--- config.mk ---
export PLATFORM = sky130hd
export DESIGN_NAME = regfile_sequencer
export DESIGN_NICKNAME = d
export VERILOG_FILES = /design/src/rtl/regfile_sequencer_pkg.sv /design/src/rtl/regfile_sequencer.sv
export SDC_FILE = /design/constraint.sdc
export NUM_CORES = 1
export LEC_CHECK = 0
export ABC_AREA = 0
export CAP_MARGIN = 20
export CORE_ASPECT_RATIO = 0.5
export CORE_MARGIN = 2
export CORE_UTILIZATION = 55
export CTS_BUF_LIST = sky130_fd_sc_hd__clkbuf_2 sky130_fd_sc_hd__clkbuf_4 sky130_fd_sc_hd__clkbuf_8
export DETAILED_ROUTE_END_ITERATION = 10
export PLACE_DENSITY_LB_ADDON = 0.12
export SYNTH_ARGS = -nofsm -noshare
export SYNTH_HDL_FRONTEND = slang
export SYNTH_SLANG_ARGS = --single-unit
--- constraint.sdc ---
create_clock -name clk -period 3.6 [get_ports clk]
set_input_delay 0.9 -clock clk [delete_from_list [all_inputs] [get_ports clk]]
set_output_delay 0.9 -clock clk [all_outputs]
set_load 0.05 [all_outputs]
--- src/rtl/regfile_sequencer_pkg.sv ---
// Shared encodings for the register-file command sequencer.
package regfile_sequencer_pkg;

  typedef enum logic [1:0] {
    OP_WRITE = 2'd0,
    OP_READ  = 2'd1,
    OP_COPY  = 2'd2,
    OP_SWAP  = 2'd3
  } op_t;

  typedef enum logic [2:0] {
    IDLE,
    WRI,
    RD0,
    RD1,
    WR0,
    WR1
  } state_t;

endpackage

--- src/rtl/regfile_sequencer.sv ---
// Command-driven master for register_file: immediate write, read with response,
// register copy and register swap, one command at a time.
module regfile_sequencer
  import regfile_sequencer_pkg::*;
#(
  parameter int WIDTH      = 16,
  parameter int INDEX_BITS = 2
) (
  input  logic                  clk,
  input  logic                  reset,
  input  logic                  cmd_valid,
  output logic                  cmd_ready,
  input  logic [1:0]            cmd_op,
  input  logic [INDEX_BITS-1:0] cmd_src,
  input  logic [INDEX_BITS-1:0] cmd_dst,
  input  logic [WIDTH-1:0]      cmd_data,
  output logic                  rsp_valid,
  output logic [WIDTH-1:0]      rsp_data,
  output logic                  busy,
  output logic [INDEX_BITS-1:0] write_index,
  output logic [WIDTH-1:0]      write_data,
  output logic                  write_enable,
  output logic [INDEX_BITS-1:0] read_index_a,
  input  logic [WIDTH-1:0]      read_data_a
);

  state_t                state;
  op_t                   op_q;
  logic [INDEX_BITS-1:0] src_q;
  logic [INDEX_BITS-1:0] dst_q;
  logic [WIDTH-1:0]      data_q;
  logic [WIDTH-1:0]      t0;
  logic [WIDTH-1:0]      t1;

  assign cmd_ready = (state == IDLE);
  assign busy      = (state != IDLE);

  always_ff @(posedge clk or negedge reset) begin
    if (!reset) begin
      state     <= IDLE;
      op_q      <= OP_WRITE;
      src_q     <= '0;
      dst_q     <= '0;
      data_q    <= '0;
      t0        <= '0;
      t1        <= '0;
      rsp_valid <= 1'b0;
      rsp_data  <= '0;
    end else begin
      rsp_valid <= 1'b0;
      case (state)
        IDLE: begin
          if (cmd_valid) begin
            op_q   <= op_t'(cmd_op);
            src_q  <= cmd_src;
            dst_q  <= cmd_dst;
            data_q <= cmd_data;
            state  <= (op_t'(cmd_op) == OP_WRITE) ? WRI : RD0;
          end
        end
        WRI: state <= IDLE;
        RD0: begin
          t0 <= read_data_a;
          case (op_q)
            OP_READ: begin
              rsp_valid <= 1'b1;
              rsp_data  <= read_data_a;
              state     <= IDLE;
            end
            OP_COPY: state <= WR0;
            default: state <= RD1;
          endcase
        end
        RD1: begin
          t1    <= read_data_a;
          state <= WR0;
        end
        WR0:     state <= (op_q == OP_SWAP) ? WR1 : IDLE;
        WR1:     state <= IDLE;
        default: state <= IDLE;
      endcase
    end
  end

  // Port drive depends only on state and latched registers, so an async reset
  // removes write_enable in the same cycle.
  always_comb begin
    write_enable = 1'b0;
    write_index  = '0;
    write_data   = '0;
    read_index_a = '0;
    case (state)
      WRI: begin
        write_enable = 1'b1;
        write_index  = dst_q;
        write_data   = data_q;
      end
      RD0: read_index_a = src_q;
      RD1: read_index_a = dst_q;
      WR0: begin
        write_enable = 1'b1;
        write_index  = dst_q;
        write_data   = t0;
      end
      WR1: begin
        write_enable = 1'b1;
        write_index  = src_q;
        write_data   = t1;
      end
      default: ;
    endcase
  end

endmodule

Yosys cells after proc, flatten, opt, wreduce, memory -nomap -nowiden
Index checks and enable logic that the tools add are counted.
Widths: inputs -> output; s select.
{ "classes": {"n_reduce_logical": 7, "mux": 11, "n_eq_ne": 9} }
{ "op_table": {"columns": ["op", "count"], "rows": [
  ["$pmux 16 s3", 1],
  ["$pmux 3 s4", 1],
  ["$pmux 2 s2", 2],
  ["$eq 3x2->1 const B", 2],
  ["$eq 3x3->1 const B", 2],
  ["$mux 3", 2],
  ["$pmux 3 s2", 1],
  ["$eq 2x2->1 const B", 2],
  ["$reduce_and 2->1", 2],
  ["$eq 3x1->1 const B", 1],
  ["$logic_not 3->1", 1],
  ["$mux 1", 3],
  ["$reduce_bool 3->1", 1],
  ["$reduce_or 3->1", 1],
  ["$eq 2x1->1 const B", 1],
  ["$logic_not 2->1", 1],
  ["$mux 2", 1],
  ["$ne 2x2->1 const B", 1],
  ["$reduce_or 2->1", 1]
]} }
{ "word_totals": {"wordCells": 36, "register_bits": 74, "out_inout_bits": 40, "in_bits": 41} }

Logic depth before layout (Yosys ltp)
{ "depth": {"ltp_word": 4, "ltp_mapped": 7, "depth_no_buf": 5} }

Least setup slack after synthesis
Ideal clock, no wire load.
{ "synth_timing": {"path_kind": "flip-flop to output port", "start": "register state[0]", "end": "output port write_data[15]", "required_ns": 2.700, "path_buffers": 3, "setup_slack_ns": 0.880, "stages_incl_launch_ff": 7, "t_arrival_ns": 1.820, "path_cell_list": "dfrtp_1 > buf_2 > nor2b_1 > clkbuf_1 > buf_2 > a22oi_1 > nor2_1"} }
{ "synth_between": {"elab_chain_len": 2, "word_cells_on_any_way": 4, "classes_between": "eq/ne: 3; mux: 1"} }
{ "synth_lines": {"columns": ["item", "line", "rtl"], "rows": [
  ["from (decl)", "regfile_sequencer.sv:27", "state_t state;"],
  ["from (signal assigned)", "regfile_sequencer.sv:58", "state <= (op_t'(cmd_op) == OP_WRITE) ? WRI : RD0;"],
  ["from (signal assigned)", "regfile_sequencer.sv:78", "WR0: state <= (op_q == OP_SWAP) ? WR1 : IDLE;"],
  ["$eq 3x3->1 or $eq 3x1->1 (tied branches)", "regfile_sequencer.sv:92", "case (state)"],
  ["$pmux 16 s3 *", "regfile_sequencer.sv:92", null],
  ["to (decl)", "regfile_sequencer.sv:21", "output logic [WIDTH-1:0] write_data,"]
]} }
Every way passes the cells marked *; elsewhere a longest branch is shown, timed or not.

Worst setup path in the final report
{ "layout_timing": {"start": "register state[2]", "end": "output port write_data[6]"} }
Same word-level chain as after synthesis.

==> results_tabular.tex <==
\begin{tabular}{lr}
\hline
Metric & Value \\
\hline
\multicolumn{2}{l}{\textbf{Outcome}} \\
\quad Outcome & completed \\
\multicolumn{2}{l}{\textbf{Timing}} \\
\quad Slew headroom & 0.3906 \\
\quad Transition time at the pin with the least slew margin & slightly above 0.9 ns \\
\quad Post-route clock period utilization & 0.8686 \\
\quad Hold\_ws & 0.5073 ns \\
\quad Crit path time final & 3.127 ns \\
\quad Unrepaired setup endpoints after global routing & false \\
\quad Final worst setup slack & 0.4729 ns \\
\quad Final max-slew violation count & 0 \\
\quad Total Negative Setup Slacks & 0 ns \\
\quad Highest clock rate & 319.8 MHz \\
\quad Layout Skew & about 0.01 ns \\
\quad Final hold violation count & 0 \\
\quad Number of setup violations in the final report & 0 \\
\multicolumn{2}{l}{\textbf{Worst setup path}} \\
\quad Library cell contributing the largest single delay on the critical path & sky130\_fd\_sc\_hd\_\_dfrtp\_1 \\
\quad Startpoint-to-endpoint class of the critical path & reg2out \\
\quad Slowest stage delay, CP & around 0.66 ns \\
\quad Chain of cells forming the critical path & nor2b\_2 > buf\_4 > a22oi\_1 > nor2\_1 > buf\_12 \\
\quad Maximum fanout along the worst path & 12 \\
\quad Critical Path Start Type & register \\
\quad Crit path DAT & 2.23 ns \\
\quad Register-to-Register Setup Slack & around 1.3 ns \\
\quad Critical path endpoint category & primary output \\
\quad Register-to-Register Path Depth & 5 \\
\quad Required time reported for the critical path endpoint & 2.70 ns \\
\multicolumn{2}{l}{\textbf{Clock network}} \\
\quad Maximum buffer depth of the clock tree & 2 \\
\quad H-tree lvl count & 3 \\
\quad Hold-fix buffer count after cts & 0 \\
\quad TritonCTS clock tree & done \\
\quad Number of resized instances in the post-cts repair step & 0 \\
\quad Number of buffers created by CTS & 9 \\
\quad Latest clock arrival within the worst-skew pair & $\sim$0.34 ns \\
\quad Post-CTS setup-driven buffer insertion count & 0 \\
\quad Clock sink count & 74 \\
\quad Clock-pin transition on the worst setup and hold timing paths & roughly 0.07 ns \\
\quad Root buffer cell & sky130\_fd\_sc\_hd\_\_clkbuf\_8 \\
\multicolumn{2}{l}{\textbf{Global route}} \\
\quad Wire length of the first global-routing pass & 12390 um \\
\quad Total track usage & 0.2466 \\
\quad Pin count of the biggest net entering global routing & 75 \\
\quad Total overflow reported by the global router & 0 \\
\quad Antenna violations before repair & 0 \\
\quad Via count of the first global-routing pass & 2405 \\
\multicolumn{2}{l}{\textbf{Run}} \\
\quad Max-capacitance violation count & 0 \\
\multicolumn{2}{l}{\textbf{Routing}} \\
\quad Total iterations of the first detailed-routing run & 4 \\
\quad Count of unresolved DRC violations after routing & 0 \\
\quad Vias after detailed routing & 2268 \\
\quad Total wire length & approximately 7500 um \\
\quad Starting DRT DRC Count & approximately 150 \\
\quad Antenna-violating nets left & 0 \\
\quad Via-to-Cell Ratio & 5.559 \\
\quad Average detailed-routed wire length per instance & between 15 and 20 um \\
\multicolumn{2}{l}{\textbf{Die}} \\
\quad Starting utilization of the core area & 0.5654 \\
\quad Width of the die & 115.1 um \\
\quad Die Area & 6857 um\^{}2 \\
\quad Die H & 59.56 um \\
\quad Number of I/O pins & between 80 and 90 \\
\quad Core Rows & 20 \\
\quad CORE AREA & between 6000 and 7000 um\^{}2 \\
\multicolumn{2}{l}{\textbf{Layout}} \\
\quad Net count, final & 370 \\
\quad Layout cells sized above 1 & 0.4048 \\
\quad Syn-to-layout area delta & 35.96\% \\
\quad Fill count & 383 \\
\quad Count of inserted antenna diode cells & 0 \\
\multicolumn{2}{l}{\textbf{Synth}} \\
\quad Post-synth cell types & 29 \\
\quad Post-synth top cells & 77 x sky130\_fd\_sc\_hd\_\_mux2\_2, 74 x sky130\_fd\_sc\_hd\_\_dfrtp\_1, 19 x sky130\_fd\_sc\_hd\_\_nor2\_1, 16 x sky130\_fd\_sc\_hd\_\_a22oi\_1, 9 x sky130\_fd\_sc\_hd\_\_mux2\_4 \\
\quad Synth Net Count & 290 \\
\quad Most frequently used cell type in the post-synthesis netlist & sky130\_fd\_sc\_hd\_\_mux2\_2 \\
\quad Asr flop ratio synth & 1.000 \\
\quad Post-synthesis instance area & about 3400 um\^{}2 \\
\quad Number of register bits inferred by synthesis & between 70 and 80 \\
\quad Warning count from the yosys run & 0 \\
\quad Post-Synthesis Mean Instance Area & 13.80 um\^{}2 \\
\quad Cells taking the most area after synthesis & sky130\_fd\_sc\_hd\_\_dfrtp\_1 55\%, sky130\_fd\_sc\_hd\_\_mux2\_2 26\%, sky130\_fd\_sc\_hd\_\_mux2\_4 4.0\% \\
\quad Most used DFF post-synth & sky130\_fd\_sc\_hd\_\_dfrtp\_1 \\
\quad Seq/Total Area, Yosys & 0.5453 \\
\quad Share of the synthesized area in the top cell type & 0.5453 \\
\quad Yosys top cell by area & sky130\_fd\_sc\_hd\_\_dfrtp\_1 \\
\quad Number of enable-type register cells in the synthesized netlist & 0 \\
\quad Cell count after synthesis & 246 \\
\multicolumn{2}{l}{\textbf{Placed design}} \\
\quad Final HPWL from detailed placement & 5111 um \\
\quad Number of buffers added on ports & 80 \\
\quad Routability cong. & roughly 0.75 \\
\quad Worst slack at placement & 0.8271 ns \\
\multicolumn{2}{l}{\textbf{Power}} \\
\quad Largest vdd supply drop & between 0.6 and 0.7 mV \\
\quad Power Dens Cells & around 1000 nW/um\^{}2 \\
\quad Leakage & approximately 2 nW \\
\multicolumn{2}{l}{\textbf{Worst hold path}} \\
\quad Cells on Worst Hold Path & 1 \\
\quad Class of the tightest hold or removal check & reg2reg \\
\hline
\end{tabular}
-- critical path, delay by kind of cell (launching register included) --
kind	cells	cell delay [ns]
buf+inv	2	0.43
simple gates	2	0.68
flops	1	0.66
compound gates	1	0.10
-- power breakdown --
group          internal (mW)  total [mW]  switching (mW)
Sequential              1.25        1.51           0.263
Combinational           1.25        2.63            1.38
Clock                  0.349       0.633           0.284
Total                   2.85        4.78            1.92
-- kinds of logic (layout without fill, tap and decap cells) --
group           count (synthesis)  count (layout)  share of synthesized area
compound gates                 25              25                    0.05122
fa+ha+maj                       3               3                    0.01105
buf+inv                        21             106                    0.03942
flops                          74              74                     0.5453
mux                            87              87                     0.2985
simple gates                   36              36                    0.05453
-- final cells by class --
cell class	count	area (um^2)	area share
clock buffers	13	153.9	0.03333
clock inverters	3	40.04	0.008672
inverters	3	11.26	0.002439
multi-input cells	151	1425	0.3087
flip-flops and latches	74	1852	0.4011
well taps	77	96.34	0.02087
repair buffers	87	1039	0.2249
-- stage by stage --
stage	std cells	total power [mW]	instance area, um^2	utilization
2_1_floorplan	246	3.224	3396	-
4_1_cts	408	4.817	4617	0.7688
3_3_place_gp	392	4.075	4423	0.7365
6_report	408	4.776	4617	0.7688
5_1_grt	408	5.032	4617	0.7688
3_5_place_dp	392	4.164	4423	0.7365
-- layer usage --
layer,vias to the layer above,GRT usage,part of all wire
met5,-,0,0
met4,0,0.08606,0.013
met3,10,0.08384,0.061
li1,1029,-,-
met1,1148,0.3155,0.45
met2,81,0.4000,0.48
-- registers in the layout, indices dropped and copies added (netlist names) --
| register | count |
|---|---|
| rsp_data | 16 |
| src_q | 2 |
| rsp_valid | 1 |
| data_q | 16 |
| state | 3 |
| t1 | 16 |
| t0 | 16 |
| op_q | 2 |
| dst_q | 2 |
-- worst paths after layout --
check / startpoint / endpoint
min in group asynchronous: reset / rsp_data[8]
setup reg to reg: state[0] / rsp_data[2]
hold / removal: data_q[3] / data_q[3]
hold reg to reg: data_q[3] / data_q[3]
max in group asynchronous: reset / t0[3]
setup / recovery: state[2] / write_data[6]
-- layout by cell type (no fill, tap or decap), types with 4 or more instances in the layout --
cell type / n
sky130_fd_sc_hd__buf_4: 9
sky130_fd_sc_hd__o21ai_0: 4
sky130_fd_sc_hd__clkdlybuf4s50_1: 59
sky130_fd_sc_hd__dfrtp_1: 74
sky130_fd_sc_hd__buf_12: 19
sky130_fd_sc_hd__mux2_2: 77
sky130_fd_sc_hd__mux2_4: 9
sky130_fd_sc_hd__a22oi_1: 16
sky130_fd_sc_hd__nor2_1: 19
sky130_fd_sc_hd__clkbuf_8: 9
sky130_fd_sc_hd__clkbuf_4: 4
(Power assumes the default switching activity.)
